<file path="src/rtl/ifreq_arbiter_pkg.sv">
// ---------------------------------------------------------------------------
// ifreq_arbiter_pkg
//   Shared types for the IFLogic request / store arbiter.
//   - FTk_t       : forward token (valid, attribute, route flags + payload).
//                   A token with v, a and r all set is the terminal token.
//   - BTk_t       : back token (n = not-granted/back-pressure, t, v, c).
//   - fsm_ifarb_t : arbiter state encoding.
//   - ftk_terminal: helper that recognises the terminal store token.
// ---------------------------------------------------------------------------
package ifreq_arbiter_pkg;

    localparam int FTK_D_W = 16;

    typedef struct packed {
        logic               v;
        logic               a;
        logic               r;
        logic [FTK_D_W-1:0] d;
    } FTk_t;

    typedef struct packed {
        logic n;
        logic t;
        logic v;
        logic c;
    } BTk_t;

    typedef enum logic [2:0] {
        ARB_IDLE    = 3'd0,
        ARB_HEADER  = 3'd1,
        ARB_WAIT    = 3'd2,
        ARB_STORE   = 3'd3,
        ARB_RELEASE = 3'd4
    } fsm_ifarb_t;

    // Back token seen by every requester that does not hold the grant.
    localparam BTk_t BTK_NOT_GRANTED = '{n: 1'b1, t: 1'b0, v: 1'b0, c: 1'b0};

    function automatic logic ftk_terminal(input FTk_t tk);
        return tk.v & tk.a & tk.r;
    endfunction

endpackage

</file>
<file path="src/rtl/ifreq_arbiter_rrpick.sv">
// ---------------------------------------------------------------------------
// ifreq_arbiter_rrpick  (RRPick)
//   Combinational round-robin picker. Returns the first set request bit
//   found scanning upward from i_ptr+1, wrapping modulo NUM_IF, so the
//   requester at i_ptr (the last one served) has lowest priority.
//   Reusable for load-side arbitration.
//
// Ports:
//   i_req  in  NUM_IF  request vector
//   i_ptr  in  IDX_W   index of the previously served requester
//   o_idx  out IDX_W   chosen index (0 when o_any is low)
//   o_any  out 1       at least one request is set
// ---------------------------------------------------------------------------
module ifreq_arbiter_rrpick #(
    parameter  int NUM_IF = 4,
    localparam int IDX_W  = $clog2(NUM_IF)
) (
    input  logic [NUM_IF-1:0] i_req,
    input  logic [IDX_W-1:0]  i_ptr,
    output logic [IDX_W-1:0]  o_idx,
    output logic              o_any
);

    always_comb begin
        o_idx = '0;
        o_any = |i_req;
        // Walk offsets from farthest to nearest; the last hit written is the
        // nearest set bit after i_ptr, which is the round-robin winner.
        for (int off = NUM_IF; off >= 1; off--) begin
            for (int j = 0; j < NUM_IF; j++) begin
                if ((j == ((int'(i_ptr) + off) % NUM_IF)) && i_req[j]) begin
                    o_idx = IDX_W'(j);
                end
            end
        end
    end

endmodule

</file>
<file path="src/rtl/ifreq_arbiter.sv">
// ---------------------------------------------------------------------------
// ifreq_arbiter
//   Shares one IFUnit front-end request channel and one ERAM store port
//   among NUM_IF IFLogic instances. A requester is chosen round-robin, its
//   header stream is forwarded to the front-end, and once the front-end
//   acknowledges the path its store stream is muxed onto the ERAM port
//   until the terminal token has passed.
//
// Parameters:
//   NUM_IF   number of requesters (>= 2)
//   TIMEOUT  cycles allowed waiting for I_Path_Ack; 0 disables the watchdog
//
// Ports:
//   clock, reset  clock and asynchronous active-high reset
//   I_Header      per-requester header flag
//   I_Req_FTk     per-requester header token      -> O_Req_FTk (front-end)
//   I_Req_BTk     front-end back token            -> O_Req_BTk (requesters)
//   I_Path_Ack    front-end reports path established
//   O_St          per-requester store enable (registered)
//   I_St_FTk      per-requester store stream      -> O_FTk_IF (ERAM)
//   I_BTk_IF      ERAM back token                 -> O_St_BTk (requesters)
//   O_Grant_V     a grant is held (registered)
//   O_Grant_Id    index of the granted requester (registered)
//   O_Err         one-cycle pulse on watchdog abort (registered)
// ---------------------------------------------------------------------------
module ifreq_arbiter
    import ifreq_arbiter_pkg::*;
#(
    parameter  int NUM_IF  = 4,
    parameter  int TIMEOUT = 255,
    localparam int IDX_W   = $clog2(NUM_IF)
) (
    input  logic                 clock,
    input  logic                 reset,
    input  logic [NUM_IF-1:0]    I_Header,
    input  FTk_t [NUM_IF-1:0]    I_Req_FTk,
    output FTk_t                 O_Req_FTk,
    output BTk_t [NUM_IF-1:0]    O_Req_BTk,
    input  BTk_t                 I_Req_BTk,
    input  logic                 I_Path_Ack,
    output logic [NUM_IF-1:0]    O_St,
    input  FTk_t [NUM_IF-1:0]    I_St_FTk,
    output BTk_t [NUM_IF-1:0]    O_St_BTk,
    output FTk_t                 O_FTk_IF,
    input  BTk_t                 I_BTk_IF,
    output logic                 O_Grant_V,
    output logic [IDX_W-1:0]     O_Grant_Id,
    output logic                 O_Err
);

    // Watchdog counter is at least 8 bits and wide enough to hold TIMEOUT.
    localparam int                WCNT_W    = (TIMEOUT > 255) ? $clog2(TIMEOUT + 1) : 8;
    localparam bit                WDOG_EN   = (TIMEOUT != 0);
    localparam logic [WCNT_W-1:0] WCNT_LAST = WCNT_W'((TIMEOUT == 0) ? 0 : TIMEOUT - 1);
    localparam logic [WCNT_W-1:0] WCNT_MAX  = WCNT_W'(TIMEOUT);

    fsm_ifarb_t          r_state;
    logic [IDX_W-1:0]    r_ptr;
    logic [IDX_W-1:0]    r_g;
    logic [WCNT_W-1:0]   r_wcnt;

    logic [IDX_W-1:0]    w_pick;
    logic                w_any;
    logic                w_hdr_g;
    FTk_t                w_req_ftk_g;
    FTk_t                w_st_ftk_g;
    logic [NUM_IF-1:0]   w_onehot_g;
    logic                w_term_g;

    ifreq_arbiter_rrpick #(
        .NUM_IF (NUM_IF)
    ) u_rrpick (
        .i_req (I_Header),
        .i_ptr (r_ptr),
        .o_idx (w_pick),
        .o_any (w_any)
    );

    // Select the granted requester's signals; compared against r_g per lane
    // so non-power-of-two NUM_IF never indexes past the array.
    always_comb begin
        w_hdr_g     = 1'b0;
        w_req_ftk_g = '0;
        w_st_ftk_g  = '0;
        w_onehot_g  = '0;
        for (int k = 0; k < NUM_IF; k++) begin
            if (IDX_W'(k) == r_g) begin
                w_hdr_g       = I_Header[k];
                w_req_ftk_g   = I_Req_FTk[k];
                w_st_ftk_g    = I_St_FTk[k];
                w_onehot_g[k] = 1'b1;
            end
        end
    end

    assign w_term_g  = ftk_terminal(w_st_ftk_g);

    // Forward data paths are purely combinational: no added latency.
    assign O_Req_FTk = (r_state == ARB_HEADER) ? w_req_ftk_g : '0;
    assign O_FTk_IF  = (r_state == ARB_STORE)  ? w_st_ftk_g  : '0;

    always_comb begin
        for (int k = 0; k < NUM_IF; k++) begin
            O_Req_BTk[k] = BTK_NOT_GRANTED;
            O_St_BTk[k]  = '0;
            if ((r_state != ARB_IDLE) && w_onehot_g[k]) begin
                O_Req_BTk[k] = (r_state == ARB_HEADER) ? I_Req_BTk : '0;
                if (r_state == ARB_STORE) begin
                    O_St_BTk[k] = I_BTk_IF;
                end
            end
        end
    end

    always_ff @(posedge clock or posedge reset) begin
        if (reset) begin
            r_state    <= ARB_IDLE;
            r_ptr      <= IDX_W'(NUM_IF - 1);
            r_g        <= '0;
            r_wcnt     <= '0;
            O_St       <= '0;
            O_Grant_V  <= 1'b0;
            O_Grant_Id <= '0;
            O_Err      <= 1'b0;
        end else begin
            O_Err <= 1'b0;
            unique case (r_state)
                ARB_IDLE: begin
                    if (w_any) begin
                        r_g        <= w_pick;
                        O_Grant_Id <= w_pick;
                        O_Grant_V  <= 1'b1;
                        r_state    <= ARB_HEADER;
                    end
                end
                ARB_HEADER: begin
                    if (!w_hdr_g) begin
                        r_wcnt  <= '0;
                        r_state <= ARB_WAIT;
                    end
                end
                ARB_WAIT: begin
                    // Ack takes precedence over a coincident timeout.
                    if (I_Path_Ack) begin
                        r_wcnt  <= '0;
                        O_St    <= w_onehot_g;
                        r_state <= ARB_STORE;
                    end else if (WDOG_EN && (r_wcnt == WCNT_LAST)) begin
                        O_Err   <= 1'b1;
                        r_state <= ARB_RELEASE;
                    end else if (r_wcnt != WCNT_MAX) begin
                        r_wcnt <= r_wcnt + 1'b1;
                    end
                end
                ARB_STORE: begin
                    // The terminal token itself is forwarded this cycle.
                    if (w_term_g) begin
                        O_St    <= '0;
                        r_state <= ARB_RELEASE;
                    end
                end
                ARB_RELEASE: begin
                    O_St      <= '0;
                    r_wcnt    <= '0;
                    r_ptr     <= r_g;
                    O_Grant_V <= 1'b0;
                    r_state   <= ARB_IDLE;
                end
                default: begin
                    O_St      <= '0;
                    O_Grant_V <= 1'b0;
                    r_state   <= ARB_IDLE;
                end
            endcase
        end
    end

endmodule

</file>
<file path="config.mk">
export PLATFORM = sky130hd
export DESIGN_NAME = ifreq_arbiter
export DESIGN_NICKNAME = d
export VERILOG_FILES = /design/src/rtl/ifreq_arbiter_pkg.sv /design/src/rtl/ifreq_arbiter_rrpick.sv /design/src/rtl/ifreq_arbiter.sv
export SDC_FILE = /design/constraint.sdc
export NUM_CORES = 1
export LEC_CHECK = 0
export ABC_CLOCK_PERIOD_IN_PS = 2900
export CAP_MARGIN = 20
export CORE_MARGIN = 2
export CORE_UTILIZATION = 31
export DETAILED_ROUTE_END_ITERATION = 8
export PLACE_DENSITY = 0.82
export SETUP_SLACK_MARGIN = 0.4
export SLEW_MARGIN = 30
export SYNTH_ARGS = -nofsm -noshare
export SYNTH_HDL_FRONTEND = slang
export SYNTH_SLANG_ARGS = --single-unit
</file>
<file path="constraint.sdc">
create_clock -name clock -period 2.9 [get_ports clock]
set_input_delay 0.29 -clock clock [delete_from_list [all_inputs] [get_ports clock]]
set_output_delay 0.29 -clock clock [all_outputs]
set_load 0.01 [all_outputs]
</file>
* Word level (Yosys, flattened, before mapping)
Cells that the tools add are included.
** Cells by class
- Multipliers :: 0
- $lt $le $gt $ge :: 0
- Muxes and demuxes :: 62
- Shifts and indexed selects :: 0
- Reduce and logical (&&, ||, !) cells :: 38
- Equal/unequal tests :: 28
- Bitwise gates (word level) :: 8
- Add/sub/neg operators :: 5
- Div/mod/pow operators :: 0
** Operator list (count)
- two-way mux 19 bit :: 10
- zero test 32 bit :: 3
- two-way mux 4 bit :: 12
- two-way mux 8 bit :: 4
- two-way mux 2 bit :: 14
- == test 3 bit (first input constant) :: 8
- one-hot mux 8 bit (3 select lines) :: 1
- logical AND 1 bit :: 19
- two-way mux 3 bit :: 5
- two-way mux 1 bit :: 13
- == test 2 x 3 -> 1 bit (first input constant) :: 4
- one-hot mux 3 bit (4 select lines) :: 1
- one-hot mux 4 bit (3 select lines) :: 1
- OR reduction 2 bit :: 5
- inequality test 3 bit (second input constant) :: 3
- adder 8 x 1 -> 8 bit (second input constant) :: 1
- == test 8 bit (second input constant) :: 1
- inequality test 8 bit (second input constant) :: 1
- AND reduction 4 bit :: 2
- == test 3 x 2 -> 1 bit (second input constant) :: 2
- inequality test 2 bit (second input constant) :: 3
- nonzero test 3 bit :: 2
- adder 2 x 1 -> 2 bit (second input constant) :: 2
- adder 2 bit (second input constant) :: 2
- other kinds (15) :: 22
** Word-level totals
- Bits in read-only memories :: 0
- Latch bits :: 0
- Bits of input ports :: 167
- Output and inout port bits :: 78
- Memory bits (writable) :: 0
- Memories kept :: 0
- Register bits :: 21

* Logic depth before layout (Yosys ltp)
Gate-level depths: netlist (run 1).
- Word-level depth :: 20
- Depth in mapped cells :: 6
- Mapped depth without buffers :: 6

* Cells and area by module
From an unflattened synthesis (run 1), not the netlist that was laid out.
** Second synthesis, totals
- Cell total of the unflattened synthesis :: 254
- Area, all modules :: 2610.0 um^2
** By module, submodules not included
- ifreq_arbiter :: instances 1, area an instance 2528.7 um^2, cells each 240
- ifreq_arbiter_rrpick :: instances 1, area an instance 81.3 um^2, cells each 14

* Least setup slack after synthesis (run 1)
Ideal clock, no wire load.
- Path kind :: register to register
- Start :: register r_g[0]
- End :: register r_wcnt[1]
- Buffers on the path :: 1
- Period minus slack after synthesis :: 2.280 ns
- Arrival time :: 2.155 ns
- Required time :: 2.775 ns
- Cell stages (with the launch flop) :: 6
- Setup time :: 0.125 ns
- Path slack :: 0.620 ns
- Cell sequence :: dfrtp_1 -> clkbuf_1 -> mux4_2 -> o211a_4 -> or3_4 -> mux2_4
** On the way
- Longest elaborated chain between the ends :: 7
** Ends and longest elaborated chain
- start: declaration :: RTL line ifreq_arbiter.sv:59 : logic [IDX_W-1:0] r_g;
- start signal: assignment :: RTL line ifreq_arbiter.sv:130 : r_g <= w_pick;
- zero test 2 bit :: RTL line ifreq_arbiter.sv:87 : if (IDX_W'(k) == r_g) begin
- two-way mux 1 bit (3 in a row) :: RTL line ifreq_arbiter.sv:87
- two-way mux 1 bit * :: RTL line ifreq_arbiter.sv:87
- inequality test 2 bit (no source line) *
- AND reduction 4 bit (no source line) *
- end signal: assignment :: RTL line ifreq_arbiter.sv:152 : r_wcnt <= r_wcnt + 1'b1;
- end: declaration :: RTL line ifreq_arbiter.sv:60 : logic [WCNT_W-1:0] r_wcnt;
Mark *: on every way between the ends. The rest lies on a longest branch, timed or not.
A chain may end at the register's enable or synchronous reset.

==> summary.md, run 1 <==
The internal power component is 2.16 mW. The initial cell density of the core is 0.320. The average detailed-routed wire length per instance was 19.5 um; the number of buffers added to fix hold violations after cts was 0.

Adding up every negative setup slack in the final design gives 0 ns. Clock-pin slew was measured on the worst setup and hold paths at 0.08 ns. Global routing finished with a remaining overflow of 0. Met3 track utilization from global routing: 0.0603. For this design the top-level I/O count stands at 245. The tools report the CTS root buffer as clkbuf_8. The die height is 95.8 um.

The number of sinks driven by the clock tree was 21; the number of port buffers was 244. VDD sags by at most 0.427 mV. The run gives 3 as the number of buffers created by CTS. The transition time of the tightest slew-check pin came out at 0.804 ns.

Final wirelength: 11.9 mm. The fraction of layout instances using a drive strength above 1 is 0.141. After detailed routing, the number of remaining DRC violations is 0.

The detailed router placed 3321 vias in this run. The worst path in the final design needs a cycle of 2.47 ns, including I/O delays and setup. STA classifies the critical path endpoint as an output pin. Synthesis produced a netlist with a net count of 438. The logs give 2 for the maximum clock path buffer count and 2.18 ns for the signal arrival time at the worst endpoint.

For the routing usage on met1, the log shows 0.273. Setup repair after global routing could not meet its margin everywhere. The core region is 0.00818 mm2. 0 antenna diodes ended up in the layout.

The flow ran to the end, and the final reports show no timing, DRC or antenna violations. Half-perimeter wire length of the detailed placement result: 9.69 mm. For this block, the initial DRC count from the detailed router was 211. Number of fill cells in the layout: 657. The tools report the final layout net count as 674. The start-to-end type of the worst setup path was reg -> out.

The fraction of the yosys area taken by sequential cells was 0.202. The area of the mapped netlist is 0.00261 mm2. The total setup violations reported at the end of the flow is 0.

The net switching fraction of the power is 0.415, and the antenna violation net count after detailed routing is 0. The horizontal extent of the die is 95.8 um, and the reported net switching power is 1.54 mW. The later pin in the worst-skew pair is clocked with a latency of 0.27 ns. STA puts the critical path data required time at 2.61 ns. The logs give 0 for the max-cap violation count and 0.405 GHz for the timing-limited maximum frequency. Fraction of registers with async set/reset: 1.00. Relative to the synthesized area, the layout overhead comes to 102%.

The pre-antenna-repair detailed-routing pass consisted of 5 iterations. TritonCTS built the clock tree. The count of endpoints failing hold in the final timing report was 0. The final instance count without filler cells came out at 609. The initial antenna violation count is 0, and the area enclosed by the die boundary is 0.00918 mm2. The portion of total power attributed to the clock network is 0.054.

The classification of the worst-slack hold path is in -> async. In this run, distinct cell masters in the synthesized netlist total 46. The final number of max-transition violations came out at 0. The post-placement cell count was 604.

The dominant synthesized flop cell was dfrtp_1. The first global-routing pass estimated 17.4 mm of wire. The maximum fanout encountered on the critical timing path was 17.

The fraction of the cycle the final worst path needs was 0.852; the H-tree level count was 1. The pin count of the biggest net entering global routing is 32, and the synthesized area per cell is 9.72 um2. The setup skew after layout is 0.00454 ns, and the fraction of power consumed by sequential logic is 0.134. The static power due to leakage came out at 2.00 nW.

The detail-routed via count per cell is 5.45, and the number of flops mapped to enable cells by yosys is 0. The power density over the cells was 702 mW/mm2. The startpoint type of the worst setup path is a register. The gate count after technology mapping is 269.

The overall fraction of global-route tracks in use came out at 0.247. The run gives 33 as the total number of placement rows. The relative slew slack was 0.464; the synthesized flop and latch total was 21. The run gives 0.451 as the met2 usage. The congestion estimate from routability-driven global placement came to 0.944. For the number of synthesis warnings, the log shows 0. The busiest layer in global routing is met2.

The portion of total power attributed to combinational logic is 0.812, and the number of global-route vias before repair is 3403.
## area by class of cell
cell class                 count  area [um2]  share of cell area
sequential                    21         532               0.101
clock buffer                   4        45.0             0.00855
timing repair buffer         254        2560               0.486
multi-input combinational    216        1960               0.373
tap                          105         131              0.0249
inverter                       9        33.8             0.00641
## registers in the layout, summed over array words and instances, names as in the netlist
name,cells
r_wcnt,8
O_Grant_V,1
r_state,3
r_g,2
O_Err,1
r_ptr,2
O_St,4
## layout by cell type, fill, tap and decap left out, types with 2 or more instances in the layout
cell type,count
clkdlybuf4s50_1,243
mux4_2,39
nor2_1,38
nor2b_1,23
and3_1,19
dfrtp_1,16
nand2_1,15
o21ai_0,10
inv_1,9
nand3_1,9
a21oi_1,6
nand2b_1,6
buf_4,6
or4_1,4
o2bb2ai_1,4
o211ai_1,4
mux2_2,3
nand4_1,3
clkbuf_8,3
dfrtp_2,3
nor3_2,2
o31ai_1,2
o311ai_0,2
a211oi_1,2
ha_1,2
dfstp_2,2
## cell usage after synthesis, types with 5 or more instances
| library cell | n | area [um2] |
|---|---|---|
| nand3_1 | 9 | 45.0 |
| and3_1 | 19 | 119 |
| nand2_1 | 15 | 56.3 |
| nand2b_1 | 7 | 43.8 |
| dfrtp_1 | 19 | 475 |
| nor2_1 | 38 | 143 |
| nor2b_1 | 23 | 144 |
| a21oi_1 | 6 | 30.0 |
| buf_2 | 5 | 25.0 |
| inv_1 | 9 | 33.8 |
| mux4_2 | 39 | 878 |
| o21ai_0 | 10 | 50.1 |
| clkbuf_1 | 17 | 63.8 |
## worst max-delay path, cell delays in order, from the launching register on
cell	delay, ns
dfrtp_2	0.45
buf_8	0.21
mux4_2	0.52
and3_1	0.23
clkdlybuf4s50_1	0.49
## layer usage
metal	part of all wire	up-vias
met3	0.10	32
met2	0.50	217
met4	0.036	0
li1	-	1502
met5	0	-
met1	0.36	1570
## power by group through the flow
stage | sequential, mW | clock (mW) | combinational, mW
detailed placement | 0.484 | 0 | 2.95
floorplan | 0.453 | 0 | 1.72
finish | 0.497 | 0.198 | 3.00
CTS | 0.483 | 0.205 | 2.98
global route | 0.513 | 0.219 | 3.23
global placement | 0.481 | 0 | 2.90
## path summary, 6_finish.rpt
| check | startpoint | to | slack (ns) | cells after the start |
|---|---|---|---|---|
| max | r_g[0] | O_Req_FTk[4] | 0.43 | 4 |
| min | reset | O_St[2] | 0.47 | 2 |
| max reg2reg | r_state[2] | r_wcnt[1] | 0.69 | 4 |
| min reg2reg | O_St[3] | O_St[3] | 0.50 | 1 |
| max in group asynchronous | reset | r_g[0] | 1.88 | 2 |
| min in group clock | O_St[3] | O_St[3] | 0.50 | 1 |
## cells by family (layout without fill, tap and decap cells)
kind of cell | after synthesis | in the layout | share of synthesized area
flip-flops | 21 | 21 | 0.202
adder cells (fa/ha/maj) | 2 | 2 | 0.00957
AO/OA/AOI/OAI | 39 | 39 | 0.105
buffers and inverters | 32 | 267 | 0.0512
multiplexers | 44 | 44 | 0.359
AND/OR/NAND/NOR | 131 | 131 | 0.273
## timing repair
| action | 4_1_cts | 5_1_grt |
|---|---|---|
| endpoints found under the setup margin | 28 | 34 |
| buffers inserted | 0 | 0 |
| gates resized for setup | 3 | 5 |
| gates cloned | 0 | 1 |
## metrics by stage
stage	cell area (um2)	hold WS (ns)	utilization	setup WS (ns)	power (mW)
2_1_floorplan	2610	0.265	-	0.620	2.18
3_5_place_dp	5170	0.473	0.632	0.423	3.44
3_3_place_gp	5170	0.474	0.632	0.458	3.38
6_report	5270	0.471	0.644	0.429	3.70
5_1_grt	5270	0.522	0.644	0.356	3.96
4_1_cts	5230	0.495	0.640	0.423	3.67
No activity file was read; power rests on OpenSTA's default activity.
==> run 2, diff against run 1 <==
- ABC_AREA: not set -> 1
- CORE_ASPECT_RATIO: not set -> 0.9
- CORE_UTILIZATION: 31 -> 32
- PLACE_DENSITY: 0.82 -> 0.83
==> run 2 against run 1 <==
  * Sequential power rose by 1%
  * Wire length rose by 15%
  * Fmax down 0.28%
  * Utilization up 2.2 points
  * Count of clock-buffer cells in the layout fell by 1
  * Via count up 26%
  * Total power grew 10%
  * Die area fell by 0.41%
  * Combinational power increased by 13%
  * Setup slack got worse by 0.0068 ns
  * Clock power is essentially flat
  * Synthesized area increased by 2.8%
  * Critical path type unchanged
  * Critical endpoint is now O_Req_FTk[1]
  * Largest cell class unchanged
==> summary.md, run 2 <==
The flow ran to the end, and the final reports show no timing, DRC or antenna violations. The run gives 0.00519 mm2 (was 0.00517 mm2) as the placed instance area. The transition time of the tightest slew-check pin was 0.803 ns (was 0.804 ns). The antenna violation net count after detailed routing was 0 (unchanged); the number of flops mapped to enable cells by yosys was 0 (unchanged).

The tools report the overall fraction of global-route tracks in use as 0.282 (was 0.247). The run gives 4176 (was 3321) as the overall via count from detail_route. The fraction of the cycle the final worst path needs was 0.854 (was 0.852). Most used cells in the layout excluding fill and tap cells: clkdlybuf4s50_1, nand2_1, nor2_1 (was clkdlybuf4s50_1, mux4_2, nor2_1).

Fraction of the yosys area taken by sequential cells: 0.197 (was 0.202). The start-to-end type of the worst setup path was reg -> out (unchanged). Total number of placement rows: 31 (was 33). Leading cell type by number of instances after synthesis: nand2_1 (was mux4_2). For the worst path setup slack after routing, the log shows 0.423 ns (was 0.429 ns). The floorplan core area came out at 0.00811 mm2 (was 0.00818 mm2). The tools report the setup total negative slack as 0 ns (unchanged). Commonest non-fill, non-tap cell in the layout: clkdlybuf4s50_1 (unchanged). Horizontal extent of the die: 101 um (was 95.8 um). The top cell type by total area after synthesis is dfrtp_1 (was mux4_2). Half-perimeter wire length of the detailed placement result: 10.6 mm (was 9.69 mm).

The count of endpoints failing hold in the final timing report is 0 (unchanged), and the final number of max-transition violations is 0 (unchanged). For the number of sinks driven by the clock tree, the log shows 21 (unchanged). The fraction of registers with async set/reset is 1.00 (unchanged). The tools report the number of buffers created by CTS as 3 (unchanged). The run gives 0.0107 ns (was 0.00454 ns) as the setup skew after layout.

Fraction of layout instances using a drive strength above 1: 0.0741 (was 0.141). The critical path required time came out at 2.61 ns (about the same). The run gives 0.26 ns (was 0.27 ns) as the clock latency on the worst-skew pair. CTS root buffer: clkbuf_8 (unchanged).

The number of global-route vias before repair was 3967 (was 3403); the flip-flop count of the largest register after layout was 8 (unchanged). The initial antenna violation count is 0 (unchanged). The startpoint type of the worst setup path was a register (unchanged).

The clock-pin slew reported for the worst setup and hold paths after clock tree synthesis came out at 0.09 ns (was 0.08 ns). The pin count of the biggest net entering global routing is 26 (was 32), and the number of antenna diodes is 0 (unchanged). The die height was 90.9 um (was 95.8 um); the violation count after the first detailed-routing iteration was 291 (was 211).

Most frequent cells after synthesis: nand2_1, nor2_1, inv_1 (was mux4_2, nor2_1, nor2b_1). Biggest area contributors in the synthesized netlist: dfrtp_1, nand2_1, nor2_1 (was mux4_2, dfrtp_1, nor2b_1). Number of port buffers: 244 (unchanged). The capturing element type of the critical path is an output pin (unchanged).

TritonCTS built the clock tree. The startpoint of the most critical setup path is r_g[0] (unchanged). The post-route minimum period is 2.48 ns (was 2.47 ns), and the power density over the cells is 755 mW/mm2 (was 702 mW/mm2). The synthesized area per cell works out to 5.76 um2 (was 9.72 um2). The register with the most flip-flops was r_wcnt (unchanged). Area growth from synthesis to layout: 101% (was 102%). The dominant synthesized flop cell is dfrtp_1 (unchanged). For the maximum clock path buffer count, the log shows 2 (unchanged). The timing-limited maximum frequency came out at 0.404 GHz (was 0.405 GHz).

The signal arrival time at the worst endpoint is 2.19 ns (was 2.18 ns). The run gives 13.6 mm (was 11.9 mm) as the final wirelength. The tools report the net count of the mapped netlist as 635 (was 438). For the total setup violations reported at the end of the flow, the log shows 0 (unchanged). The gate count after technology mapping came out at 466 (was 269).

The run gives 5 (unchanged) as the length of the first detailed-routing pass in iterations. The max-cap violation count is 0 (unchanged), and the area fraction of the dominant cell type after synthesis is 0.177 (was 0.336). The number of I/O pins is 245 (unchanged), and the length in cells of the worst reg-to-reg path is 11 (was 4). The maximum fanout encountered on the critical timing path came out at 12 (was 17). The tools report the minimum setup slack among reg-to-reg paths as 0.95 ns (was 0.69 ns). The synthesized flop and latch total is 21 (unchanged), and the total congestion overflow is 0 (unchanged). Peak supply drop: 0.414 mV (was 0.427 mV). The total DRC errors in the routed layout was 0 (unchanged); the detail-routed via count per cell was 5.21 (was 5.45). The tools report the relative slew slack as 0.464 (about the same). The post-route cell area was 0.00541 mm2 (was 0.00527 mm2). The tools report the end of the worst register-to-register path as O_St[3] (was r_wcnt[1]). Average detailed-routed wire length per instance: 17.0 um (was 19.5 um). Largest registers ranked by flip-flop count: r_wcnt: 8 flops, O_St: 4 flops, r_state: 3 flops (unchanged).

The run gives 38 (was 46) as the number of distinct library cells after synthesis. The startpoint of the worst register-to-register path was r_g[0] (was r_state[2]). The number of buffers added to fix hold violations after cts is 0 (unchanged), and the area of the mapped netlist is 0.00269 mm2 (was 0.00261 mm2). The run gives 2.45 nW (was 2.00 nW) as the static power due to leakage. The pre-CTS setup slack was 0.436 ns (was 0.423 ns); the initial cell density of the core was 0.331 (was 0.320). For the final layout net count, the log shows 872 (was 674).

The tools report the global-route wire length before repair as 20.9 mm (was 17.4 mm). The logs give 0 (unchanged) for the number of synthesis warnings and 0.960 (was 0.944) for the global placer's final weighted congestion. The classification of the worst-slack hold path was in -> async (unchanged). The tools report the final cell utilization of the core as 0.667 (was 0.644). Area enclosed by the die boundary: 0.00914 mm2 (was 0.00918 mm2). Setup repair after global routing could not meet its margin everywhere.

For the H-tree level count, the log shows 1 (unchanged).
==> run 2: changes by cell type after synthesis, sizes merged, moves of 8 or more <==
cell and delta:
o221ai +8, a21oi +13, nor2b -23, o22ai +8
o211ai +16, nor2 +36, nand3 +38, o21ai +31
nand2 +101, mux4 -39, inv +51, and3 -19
==> run 2: how the worst max path moves through the flow <==
stage	slack [ns]	endpoint	cells after the start
after floorplan	1.16	O_FTk_IF[12]	8
after global placement	0.44	O_FTk_IF[3]	7
after detailed placement	0.44	O_FTk_IF[3]	7
after CTS	0.38	O_FTk_IF[3]	5
after global routing	0.32	O_FTk_IF[16]	8
final	0.42	O_Req_FTk[1]	9
==> run 2: where the power goes <==
group          total [mW]  switching, mW  internal, mW
logic                3.39           1.94          1.44
registers           0.503          0.118         0.385
clock network       0.195         0.0994        0.0957
==> run 2: layout make-up <==
type / instances / area (um2)
sequential: 21 / 531
fill: 692 / 2700
timing repair buffer: 257 / 2590
inverter: 60 / 258
tap: 99 / 124
clock buffer: 3 / 41.3
timing repair inverter: 1 / 5.00
multi-input combinational: 359 / 1860
clock inverter: 1 / 5.00
==> run 2: per-stage QoR <==
step                hold slack, ns  total power [mW]  std cells
floorplan                    0.265              2.32        466
CTS                          0.494              3.96        796
detailed placement           0.474              3.65        790
global route                 0.544              4.42        801
finish                       0.473              4.08        801
global placement             0.472              3.58        790
==> run 2: kinds of logic (layout without fill, tap and decap cells) <==
group | after synthesis | in the layout | share of synthesized area
compound gates | 112 | 112 | 0.260
xor+xnor | 2 | 2 | 0.00652
fa+ha+maj | 2 | 2 | 0.00931
buf+inv | 86 | 322 | 0.128
flops | 21 | 21 | 0.197
simple gates | 243 | 243 | 0.400
==> run 2: what timing repair did <==
item                                    in CTS  in global routing
gates resized for setup                     16                 23
endpoints found under the setup margin      70                 65
pin swaps                                    0                  3
gates cloned                                 0                  1
setup buffers                                2                  4
==> run 2: metal layers <==
layer  track usage  vias up  wire length, um
met3        0.0402       24              910
li1              -     2020                -
met5             0        -                0
met4        0.0674        0              342
met2         0.493      171             6730
met1         0.361     1961             5650
==> run 2: critical path, cell delays in order, from the launching register on <==
cell,delay [ns]
dfrtp_2,0.50
buf_4,0.17
nand2_4,0.09
clkinvlp_4,0.11
buf_4,0.19
nand2_1,0.07
nand3_1,0.09
o211ai_1,0.10
inv_1,0.07
clkdlybuf4s50_1,0.54
